--- src/rtl/encode_64b_67b_pkg.sv ---
// Shared constants, frame layout and helpers for the 64b/67b encoder.
package encode_64b_67b_pkg;

  localparam int unsigned DATA_W  = 64;
  localparam int unsigned FRAME_W = 67;
  localparam int unsigned LANE_W  = 80;
  localparam int unsigned BUF_W   = 147;
  localparam int unsigned CNT_W   = 8;

  localparam logic [1:0] HDR_DATA = 2'b01;
  localparam logic [1:0] HDR_CTRL = 2'b10;

  // Fill-count versions of the widths, sized to the counter.
  localparam logic [CNT_W-1:0] FRAME_CNT = 8'd67;
  localparam logic [CNT_W-1:0] LANE_CNT  = 8'd80;

  // Bit 66 inversion flag, bits 65:64 sync header, bits 63:0 payload.
  typedef struct packed {
    logic              inv;
    logic [1:0]        hdr;
    logic [DATA_W-1:0] payload;
  } frame_t;

  function automatic logic [6:0] popcount64(input logic [DATA_W-1:0] v);
    logic [6:0] c;
    c = '0;
    for (int i = 0; i < DATA_W; i++) c = c + 7'(v[i]);
    return c;
  endfunction

endpackage

--- src/rtl/encode_64b_67b_disparity.sv ---
// Running-disparity tracker: decides per-word inversion and updates rd on accept.
module disparity_64B_67B
  import encode_64b_67b_pkg::*;
(
  input  logic              clk,
  input  logic              rst_n,
  input  logic              accept_i,
  input  logic [DATA_W-1:0] data_i,
  output logic              flag_o
);

  logic signed [7:0] rd_q, rd_d;
  logic signed [7:0] w;
  logic        [6:0] pc;

  // Word weight, inversion decision and next running disparity (wraps at 8 bits).
  always_comb begin
    pc     = popcount64(data_i);
    w      = $signed({pc, 1'b0}) - 8'sd64;
    flag_o = ((rd_q > 8'sd0) && (w > 8'sd0)) || ((rd_q < 8'sd0) && (w < 8'sd0));
    rd_d   = rd_q;
    if (accept_i) begin
      rd_d = rd_q + (flag_o ? -w : w) + (flag_o ? 8'sd1 : -8'sd1);
    end
  end

  // Disparity register.
  always_ff @(posedge clk or negedge rst_n) begin
    if (!rst_n) rd_q <= '0;
    else        rd_q <= rd_d;
  end

endmodule

--- src/rtl/encode_64b_67b.sv ---
// 64b/67b encoder: frames each word, packs frames LSB-first into a 147-bit
// shift buffer and emits 80-bit lane words. Optional running-disparity
// inversion is built when ENCODE_DISPARITY_EN is defined.
module encode_64b_67b
  import encode_64b_67b_pkg::*;
(
  input  logic              USER_CLK,
  input  logic              SYSTEM_RESET_N,
  input  logic [DATA_W-1:0] DATA_IN,
  input  logic [1:0]        HEADER_IN,
  input  logic              DATA_IN_VALID,
  output logic              DATA_IN_READY,
  output logic [LANE_W-1:0] DATA_OUT,
  output logic              DATA_OUT_VALID,
  input  logic              DATA_OUT_READY,
  output logic              HEADER_ERR
);

  logic [BUF_W-1:0] buffer_q, buffer_d, buf_sh;
  logic [CNT_W-1:0] cnt_q, cnt_d, cnt_sh;
  logic             out_valid_q, out_valid_d;
  logic             hdr_err_q, hdr_err_d;
  logic             emit, accept, in_ready, inv_flag;
  frame_t           frame;

`ifdef ENCODE_DISPARITY_EN
  disparity_64B_67B u_disp (
    .clk      (USER_CLK),
    .rst_n    (SYSTEM_RESET_N),
    .accept_i (accept),
    .data_i   (DATA_IN),
    .flag_o   (inv_flag)
  );
`else
  assign inv_flag = 1'b0;
`endif

  // Drain side first: the post-emit fill level decides whether a frame fits.
  always_comb begin
    emit     = out_valid_q && DATA_OUT_READY;
    cnt_sh   = emit ? (cnt_q - LANE_CNT) : cnt_q;
    buf_sh   = emit ? (buffer_q >> LANE_W) : buffer_q;
    in_ready = (cnt_sh <= LANE_CNT);
    accept   = DATA_IN_VALID && in_ready;
  end

  // Build the frame and append it just above the surviving bits. Bits above
  // the fill count are always zero, so an OR is enough to merge.
  always_comb begin
    frame.inv     = inv_flag;
    frame.hdr     = HEADER_IN;
    frame.payload = inv_flag ? ~DATA_IN : DATA_IN;
    buffer_d      = buf_sh;
    cnt_d         = cnt_sh;
    if (accept) begin
      buffer_d = buf_sh | ({{(BUF_W-FRAME_W){1'b0}}, frame} << cnt_sh);
      cnt_d    = cnt_sh + FRAME_CNT;
    end
    out_valid_d = (cnt_d >= LANE_CNT);
    hdr_err_d   = accept && (HEADER_IN != HDR_DATA) && (HEADER_IN != HDR_CTRL);
  end

  // Packing state; reset discards any partially packed frames.
  always_ff @(posedge USER_CLK or negedge SYSTEM_RESET_N) begin
    if (!SYSTEM_RESET_N) begin
      buffer_q    <= '0;
      cnt_q       <= '0;
      out_valid_q <= 1'b0;
      hdr_err_q   <= 1'b0;
    end else begin
      buffer_q    <= buffer_d;
      cnt_q       <= cnt_d;
      out_valid_q <= out_valid_d;
      hdr_err_q   <= hdr_err_d;
    end
  end

  assign DATA_IN_READY  = in_ready;
  assign DATA_OUT       = buffer_q[LANE_W-1:0];
  assign DATA_OUT_VALID = out_valid_q;
  assign HEADER_ERR     = hdr_err_q;

endmodule
--- config.mk ---
export PLATFORM = sky130hd
export DESIGN_NAME = encode_64b_67b
export DESIGN_NICKNAME = d
export VERILOG_FILES = /design/src/rtl/encode_64b_67b_pkg.sv /design/src/rtl/encode_64b_67b_disparity.sv /design/src/rtl/encode_64b_67b.sv
export SDC_FILE = /design/constraint.sdc
export NUM_CORES = 1
export LEC_CHECK = 0
export BUFFER_PORTS_ARGS = -buffer_cell sky130_fd_sc_hd__clkbuf_2
export CAP_MARGIN = 20
export CORE_ASPECT_RATIO = 1.4
export CORE_MARGIN = 2
export CORE_UTILIZATION = 50
export DETAILED_ROUTE_END_ITERATION = 16
export PLACE_DENSITY_LB_ADDON = 0.05
export SYNTH_ARGS = -nofsm -noshare
export SYNTH_HDL_FRONTEND = slang
export SYNTH_HIERARCHICAL = 1
export SYNTH_SLANG_ARGS = --single-unit
--- constraint.sdc ---
create_clock -name USER_CLK -period 3 [get_ports USER_CLK]
set_clock_uncertainty 0.2 [all_clocks]
set_input_delay 0.6 -clock USER_CLK [delete_from_list [all_inputs] [get_ports USER_CLK]]
set_output_delay 0.6 -clock USER_CLK [all_outputs]
set_load 0.005 [all_outputs]
==> impl_results.md <==
- Status: finished with violations
- Failing checks: negative setup slack
- N_diodes: 0
- Vias in the first global route: 12010
- RR Endpoint: buffer_q[81]
- Seq/Total Area, Yosys: 0.3065
- Vias/cell: 6.642
- Async SR Flop Fraction: 1.000
- CP Launch Point: cnt_q[0]
- Ports: 153
- Clock Latency Late Sink: 0.44 ns
- Post-layout nets: 1614
- Worst vdd ir: 1.166 mV
- Slew Limit Fails: 0
- Fillers: 2267
- Net Count, Synth: 1425
- Util after Layout: 0.6110
- H-tree depth: 4
- Fmax: 0.3296 GHz
- Slew HR: 0.5369
- Startpoint types: flop
- CTS Root Cell: clkbuf_16
- Largest net degree at the start of global routing: 94
- Cell taking the most area after synthesis: dfrtp_1
- Tmin final: 3.034 ns
- Worst endpoint required time: 3.11 ns
- Layout cells sized above 1: 0.3691
- Crit. End Element: flop
- Final setup violation count: 3
- EDFF count, synth: 0
- Synth Flop Type: dfrtp_1
- Num rows: 69
- Global-route wire length before repair: 77670 um
- Flops & latches, synth: 157
- Power, Total: 22.89 mW
- Slew @ Worst Pin: 0.6921 ns
- Hold Path Class: reg -> reg
- Critical Path AT: 3.15 ns
- Gpl congestion: 0.9866
- Synth warnings: 6
- DRC violations left: 0
- Buffers on Ports: 152
- Total Wirelength: 51630 um
- Worst r2r src: cnt_q[0]
- Area contributors post-synth: dfrtp_1 (31%), mux4_2 (12%), mux2i_1 (8.7%)
- Area grow syn2layout: 20.58%
- Core ar.: 0.02530 mm^2
- Avg Cell Area, Syn: 9.473 um^2
- TritonCTS clock tree: done
- Final count of hold timing violations: 0
- 1st-iter DRT viols: 1556
- Vert. Die Dim: 193.4 um
- Pwr dens: 1481 mW/mm^2
- TritonRoute pass-1 iters: 5
- Synth cell types: 68
- Clock tree buffer depth: 2
- Post-route ant nets: 0
- Crit share post-route: 1.011
- Post-synthesis cell area: 0.01282 mm^2
- Initial Util: 0.5067
- Commonest cells post-synth: nor2_1 (204), dfrtp_1 (157), mux2i_1 (112)
- Worst setup margin: -0.03385 ns
- Max cap viols: 0
- Synth top area share: 0.3065
- Total GRT Usage: 0.3806
- Hpwl dp: 39610 um
- Reg2reg path depth: 9
- Clock Sinks: 157
- Mapped Cells: 1353
- Remaining global-route overflow: 0
- Clock slew at reported path FFs: 0.08 ns
- CP Class: reg -> reg
- Unrepaired setup endpoints after global routing: yes
- Lkg Pwr: 7.055 nW
- Routed wirelength normalized by instance count: 27.55 um
- R2r setup slk: -0.03 ns
- Initial antenna violation count: 0
- Chip Width: 139.3 um
- CTS buffer count: 17
- End point of the critical path: buffer_q[81]
- Crit path max fanout: 10
- Via Count: 12450
- Count leader, synth: nor2_1
- Die area: 0.02695 mm^2
-- cell usage in the layout, fill, tap and decap left out, types with 8 or more instances in the layout --
master	count
nor2_1	202
buf_4	186
dfrtp_1	153
clkbuf_2	151
mux2i_1	104
nand2_1	92
mux4_2	71
mux2_2	70
o22ai_1	60
o21ai_0	47
a21oi_1	37
o221ai_1	30
buf_12	22
clkbuf_16	17
nor3_1	16
a221o_1	16
nand3_1	15
o211ai_1	14
a22oi_1	14
a222oi_1	13
inv_1	12
a21o_1	12
a22o_1	11
a221oi_1	11
o21ai_1	10
mux2i_2	9
nand2b_1	8
or3_1	8
o22a_1	8
-- flip-flops by register name, indices dropped and copies added (netlist names) --
signal          flops
buffer_q          147
cnt_q               8
HEADER_ERR          1
DATA_OUT_VALID      1
-- per-stage QoR --
stage          cell area [um^2]  cells  setup slack, ns  hold WS (ns)  setup TNS (ns)
6_report                  15450   1874         -0.03385        0.2854        -0.09138
5_1_grt                   15450   1874         -0.08892        0.3181         -0.6105
4_1_cts                   15350   1871         0.001328        0.2860               0
3_5_place_dp              14700   1834          -0.1498        0.2654         -0.7069
3_3_place_gp              14690   1833          -0.1528        0.2653          -1.018
2_1_floorplan             12820   1353           0.2331        0.1044               0
-- worst max-delay path, stage by stage, from the launching register on --
cell and delay [ns]:
dfrtp_4 0.51, buf_12 0.16, buf_4 0.14, mux4_2 0.45
mux2_4 0.32, mux2_2 0.28, a222oi_1 0.23, buf_4 0.19
o22ai_1 0.09, a221o_1 0.32
-- report_power, final --
| part | total, mW | switching [mW] | internal [mW] |
|---|---|---|---|
| Clock | 2.18 | 0.997 | 1.19 |
| Sequential | 3.56 | 0.587 | 2.98 |
| Combinational | 17.1 | 9.80 | 7.34 |
| Total | 22.9 | 11.4 | 11.5 |
-- worst min path at each step --
stage | slack [ns] | depth (start not counted) | from | endpoint
floorplan | 0.10 | 0 | SYSTEM_RESET_N | DATA_OUT_VALID
global placement | 0.27 | 2 | buffer_q[135] | buffer_q[135]
detailed placement | 0.27 | 2 | buffer_q[135] | buffer_q[135]
CTS | 0.29 | 2 | buffer_q[129] | buffer_q[129]
global route | 0.32 | 2 | buffer_q[113] | buffer_q[113]
finish | 0.29 | 2 | buffer_q[133] | buffer_q[133]
-- logic make-up after synthesis --
family / after synthesis / share of synthesized area
muxes: 259 / 0.2799
AOI/OAI and AO/OA: 345 / 0.1934
DFF: 157 / 0.3065
adders and majority gates: 2 / 0.001952
xor gates and xnor gates: 8 / 0.005467
and+or+nand+nor: 374 / 0.1228
buffers and inverters: 208 / 0.09000
-- metal layers --
metal  part of all wire  track usage  vias to the layer above
met4              0.052       0.1740                        0
met3              0.092      0.06510                      131
met2               0.46       0.5979                      762
li1                   -            -                     5443
met1               0.40       0.5157                     6111
met5                  0            0                        -
-- layout make-up --
cell class,count,area [um^2],area share
clock buffer,19,442.9,0.02866
clock inverter,13,130.1,0.008420
inverter,14,52.55,0.003400
multi-input combinational,988,7844,0.5075
sequential,157,3939,0.2549
tap,319,399.1,0.02583
timing repair buffer,364,2648,0.1713
-- timing repair --
action	CTS	global route
setup buffers	4	3
gates resized for setup	6	20
endpoints found under the setup margin	22	36
endpoints found under the hold margin	45	0
pin swaps	0	2
cloned	0	0
hold buffers	1	0
(Power assumes the default switching activity.)
